### config.mk
export PLATFORM = sky130hd
export DESIGN_NAME = delay_line_var
export DESIGN_NICKNAME = d
export VERILOG_FILES = /design/src/rtl/delay_line_var.sv
export SDC_FILE = /design/constraint.sdc
export NUM_CORES = 1
export LEC_CHECK = 0
export BUFFER_PORTS_ARGS = -buffer_cell sky130_fd_sc_hd__buf_2
export CORE_MARGIN = 1.5
export CORE_UTILIZATION = 37
export CTS_CLUSTER_SIZE = 24
export DETAILED_ROUTE_END_ITERATION = 12
export PLACE_DENSITY = 0.58
export REMOVE_ABC_BUFFERS = 1
export SLEW_MARGIN = 10
export SYNTH_ARGS = -nofsm -noshare
export SYNTH_HDL_FRONTEND = slang
export SYNTH_SLANG_ARGS = --single-unit
### constraint.sdc
create_clock -name clk -period 14.33 [get_ports clk]
set_input_delay 0.7165 -clock clk [delete_from_list [all_inputs] [get_ports clk]]
set_output_delay 0.7165 -clock clk [all_outputs]
set_load 0.1 [all_outputs]
### src/rtl/delay_line_var.sv
// delay_line_var: runtime-programmable delay line for signed samples.
// Delays {valid_in, data_in} by min(delay_sel, MAX_DEPTH) enabled edges.
// Ports: clk, reset (async, active-high), en (advance), flush (sync clear),
//   delay_sel (requested delay), data_in/valid_in (sample in),
//   data_out/valid_out (delayed sample, combinational tap), primed.
// Option: DELAY_LINE_ZERO_FILL_EN forces data_out to 0 when the tap is
//   not valid.
module delay_line_var #(
  parameter int WIDTH     = 25,
  parameter int MAX_DEPTH = 16,
  parameter int SELW      = $clog2(MAX_DEPTH + 1)
) (
  input  logic             clk,
  input  logic             reset,
  input  logic             en,
  input  logic             flush,
  input  logic [SELW-1:0]  delay_sel,
  input  logic [WIDTH-1:0] data_in,
  input  logic             valid_in,
  output logic [WIDTH-1:0] data_out,
  output logic             valid_out,
  output logic             primed
);

  localparam logic [SELW-1:0] MAXD = SELW'(MAX_DEPTH);

  logic [WIDTH:0]  stg_q [MAX_DEPTH];
  logic [WIDTH:0]  stg_d [MAX_DEPTH];
  logic [SELW-1:0] fill_q, fill_d;
  logic [SELW-1:0] sel_q, sel_d;
  logic [SELW-1:0] d_eff;
  logic [WIDTH:0]  tap;

  always_comb begin
    d_eff = (delay_sel > MAXD) ? MAXD : delay_sel;
  end

  always_comb begin
    stg_d = stg_q;
    if (flush) begin
      for (int i = 0; i < MAX_DEPTH; i++) begin
        stg_d[i] = '0;
      end
    end else if (en) begin
      stg_d[0] = {valid_in, data_in};
      for (int i = 1; i < MAX_DEPTH; i++) begin
        stg_d[i] = stg_q[i-1];
      end
    end
  end

  // Any change of the requested delay restarts the history count.
  always_comb begin
    fill_d = fill_q;
    sel_d  = delay_sel;
    if (flush || (delay_sel != sel_q)) begin
      fill_d = '0;
    end else if (en && (fill_q != MAXD)) begin
      fill_d = fill_q + SELW'(1);
    end
  end

  // Tap select; D_eff = 0 bypasses the registers entirely.
  always_comb begin
    tap = {valid_in, data_in};
    for (int i = 0; i < MAX_DEPTH; i++) begin
      if (d_eff == SELW'(i + 1)) begin
        tap = stg_q[i];
      end
    end
  end

  assign valid_out = tap[WIDTH];
`ifdef DELAY_LINE_ZERO_FILL_EN
  assign data_out  = tap[WIDTH] ? tap[WIDTH-1:0] : '0;
`else
  assign data_out  = tap[WIDTH-1:0];
`endif
  assign primed    = (fill_q >= d_eff);

  always_ff @(posedge clk or posedge reset) begin
    if (reset) begin
      for (int i = 0; i < MAX_DEPTH; i++) begin
        stg_q[i] <= '0;
      end
      fill_q <= '0;
      sel_q  <= '0;
    end else begin
      stg_q  <= stg_d;
      fill_q <= fill_d;
      sel_q  <= sel_d;
    end
  end

endmodule
Yosys cells after proc, flatten, opt, wreduce, memory -nomap -nowiden

Index checks and enable logic that the tools add are counted.

Register bits after elaboration: 426
Input bits: 35
Word-level logic and storage cells: 64

Add/subtract/negate cells: 1
$lt $le $gt $ge: 2
Equal/unequal tests: 18
Muxes and demuxes: 21
Reductions and logical operators: 4

Operators with widths:

| cell                  | count |
|---|---|
| $mux W416             | 2 |
| $mux W26              | 16 |
| $eq A5 B4 Y1 const B  | 8 |
| $eq A5 B3 Y1 const B  | 4 |
| $mux W5               | 3 |
| $eq A5 B2 Y1 const B  | 2 |
| $add A5 B1 Y5 const B | 1 |
| $eq A5 B1 Y1 const B  | 1 |
| $eq A5 B5 Y1 const B  | 1 |
| $ge A5 B5 Y1          | 1 |
| $gt A5 B5 Y1 const B  | 1 |
| $ne A5 B5 Y1          | 1 |
| $ne A5 B5 Y1 const B  | 1 |
| $reduce_bool A2 Y1    | 2 |
| $logic_and A1 B1 Y1   | 1 |
| $logic_or A1 B1 Y1    | 1 |

Depth between registers and ports, before layout

Word-level depth: 19
Gate-level depth with buffers: 11
Mapped depth without buffers: 9

Worst setup path before layout

OpenSTA, ideal clock, no wires.

Kind: input-to-output
Start point: input port delay_sel[3]
End point: output port data_out[7]
Arrival time: 4.111 ns
Setup slack: 9.503 ns
Stages: 8
Cells stage by stage: buf_6 buf_6 nand3b_2 nor2_4 a22o_1 a21o_1 o311ai_1 a221oi_1

Longest elaborated chain between the ends: 19
Elaborated cells between the ends (all ways): 34
Classes of those cells: 1 x order compare; 16 x eq/ne; 17 x mux

RTL lines:

| element                 | RTL line | RTL |
|---|---|---|
| from (decl)             | 17       | `input logic [SELW-1:0] delay_sel,` |
| $gt A5 B5 Y1            | 35       | `d_eff = (delay_sel > MAXD) ? MAXD : delay_sel;` |
| $mux W5 (*)             | 35       |  |
| $eq A5 B1 Y1            | 67       | `if (d_eff == SELW'(i + 1)) begin` |
| $mux W26 (15 in series) | 67       |  |
| $mux W26 (*)            | 67       |  |
| to (decl)               | 20       | `output logic [WIDTH-1:0] data_out,` |

Every way passes the cells marked *; elsewhere a longest branch is shown, timed or not.

Final worst setup path

Start point: input port delay_sel[0]
End point: output port data_out[7]

The elaborated chain is that of the path after synthesis.

==> results.txt <==
CORE AREA: 57810 µm²
Placement row count: 88
Maximum VDD drop: 0.00007583 V
DR DRC count: 0
Post-synth EDFFs: 0
Max-slew violation count: 0
Hold_buf cts: 0
ANT cells: 0
Crit Path Class: in -> out
Layout fillers: 5545
Vias: 16150
Seq cells post-synth: 426
Setup_tns: 0 ns
TritonCTS buffer count: 47
Setup Skew: 0.01885 ns
Placed inst area: 22440 µm²
TritonCTS clock tree: yes
RSZ-0062 raised after global routing: no
Critical path required time: 13.61 ns
Crit-path most repeated cell: buf_4
Cell count after synthesis: 2098
Util after Layout: 41.62%
Fmax achieved: 178.7 MHz
Critical-path top delay cell: or3_1
Clk buf depth: 3
Multi-input gate area: 10220 µm²
Final instance area: 24060 µm²
Top cell type's share of synthesized area: 49.15%
Async set-reset flop share out of synthesis: 100.0%
CP max stage delay: 0.87 ns
CP Cell Sequence: buf_4, buf_4, or2_1, or3_1, o22ai_1, a21oi_1, o311ai_1, a221oi_1, buf_2
Initial antenna violation count: 1
Power Total: 2.785 mW
Routed len/inst: 20.94 µm
Clk_lat worst skew: 0.59 ns
Post-CTS setup buffers: 0
Area growth syn-to-layout: 10.91%
Total grt overflow: 0
Io pins: 62
Router iterations before antenna repair: 7
Fin nets: 2110
Starting Density: 37.52%
Total Wirelength: 60110 µm
Reg area: 10660 µm²
WP buf/inv: 3
Total track usage: 20.09%
Die height: 245.1 µm
Final period util: 39.04%
Largest net degree at the start of global routing: 246
Share of cells above drive strength 1: 11.02%
DIE AREA: 60090 µm²
Post-synthesis cell type count: 81
Setup crit start kind: input port
Final hold violations: 0
Resize count post-CTS: 0
Area leader, netlist: dfrtp_1
Register area share after synthesis: 49.15%
Max_cap viols: 0
Slew HR: 17.04%
Worst hold path type: in -> async
Commonest register cell after synthesis: dfrtp_1
Port bufs: 61
First-pass GRT wire length: 95700 µm
Crit path capture type: output pin
Slew @ Worst Pin: 1.244 ns
Top cells by area, synth: dfrtp_1 49%, mux2i_1 20%, nor2_1 8.6%
1st-iter DRT viols: 1816
Antenna Nets Post-Route: 0
Leak: 11.79 nW
Vias in the first global route: 15950
HPWL Detailed: 35310 µm
Num Clock Sinks: 426
Final setup fails: 0
CP delay by family, top: buffers and inverters
Yosys warnings: 0
Crit path time final: 5.595 ns
Placer Congestion: 0.7895
Syn_area_per_cell: 10.34 µm²
Horiz. Die Dim: 245.1 µm
Crit path DAT: 4.88 ns
Synthesized cell area: 21690 µm²
Clock Tree Root: clkbuf_16
CP Max Fanout: 59
Pwr per Cell Area: 115.8 nW/µm²
Via density: 5.626
Clock transition at path regs: 0.05 ns
Status: finished clean
H-Tree Depth: 2
[final timing paths]
check,from,depth (start not counted),end,slack (ns)
min in group clk,data_in[6],3,stg_q[396],0.41
worst min-delay path,reset,2,stg_q[379],0.21
worst max register to register,fill_q[0],6,fill_q[1],12.96
worst min register to register,stg_q[24],2,stg_q[24],0.52
max in group asynchronous,reset,4,stg_q[136],11.96
worst max-delay path,delay_sel[0],9,data_out[7],8.74
[synthesized netlist by cell type (16+ instances only)]
master and number:
a211oi_1 19, a21oi_1 59, a221o_1 17, a221oi_1 31, a22oi_1 17, and3_1 16, buf_1 45, buf_2 32
clkbuf_1 71, dfrtp_1 426, mux2i_1 435, nand2_1 34, nor2_1 496, nor3_1 20, o211ai_1 23, o21ai_0 74
o221ai_1 21, o22ai_1 19
[sequential cells by signal, indices dropped and copies added, names as in the netlist]
register,count
fill_q,5
sel_q,5
stg_q,416
[worst reg2reg max path: stages, from the launching register on]
cell	delay [ns]
dfrtp_1	0.40
inv_1	0.13
ha_1	0.17
nand4bb_1	0.15
nand2_1	0.16
mux2i_1	0.20
nor2_1	0.05
[cells by family after synthesis]
group / share of synthesized area, %
buffers and inverters: 3.801
and+or+nand+nor: 13.12
xor gates and xnor gates: 0.3634
adders and majority gates: 0.4038
AOI/OAI and AO/OA: 12.28
muxes: 20.89
DFF: 49.15
[cell usage in the layout, fill, tap and decap left out, types with 16 or more instances in the layout]
cell and n:
a211oi_1 19, a21oi_1 59, a221o_1 17, a221oi_1 31, a22oi_1 17, and3_1 16, buf_2 57, buf_4 28
clkbuf_16 48, dfrtp_1 426, mux2i_1 435, nand2_1 34, nor2_1 495, nor3_1 20, o211ai_1 23, o21ai_0 74
o221ai_1 21, o22ai_1 19
[routing by layer]
layer / up-vias / GRT usage [%] / wire (µm)
li1: 7436 / - / -
met1: 8162 / 29.70 / 28370
met2: 457 / 30.16 / 26780
met3: 89 / 3.149 / 3673
met4: 2 / 5.810 / 1264
met5: - / 0 / 14
[per-stage QoR]
step / hold slack [ns] / worst slack [ns] / std cells
6_report: 0.2076 / 8.735 / 2870
3_5_place_dp: 0.5121 / 8.877 / 2784
5_1_grt: 0.2908 / 8.721 / 2870
4_1_cts: 0.2618 / 8.877 / 2870
3_3_place_gp: 0.5056 / 8.887 / 2784
2_1_floorplan: 0.4862 / 1.752 / 1931
[report_power, final]
part	total [mW]	internal, mW	switching [mW]
registers	1.22	1.21	0.00755
clock network	1.27	0.762	0.503
logic	0.300	0.0813	0.219
total	2.79	2.06	0.729
[area by class of cell]
cell class	instances	share of cell area, %
clock buffers	68	5.762
multi-input cells	1493	42.47
well taps	765	3.979
repair buffers	88	2.268
clock inverters	18	0.9829
flip-flops and latches	426	44.31
inverters	12	0.2288
(Power assumes the default switching activity.)
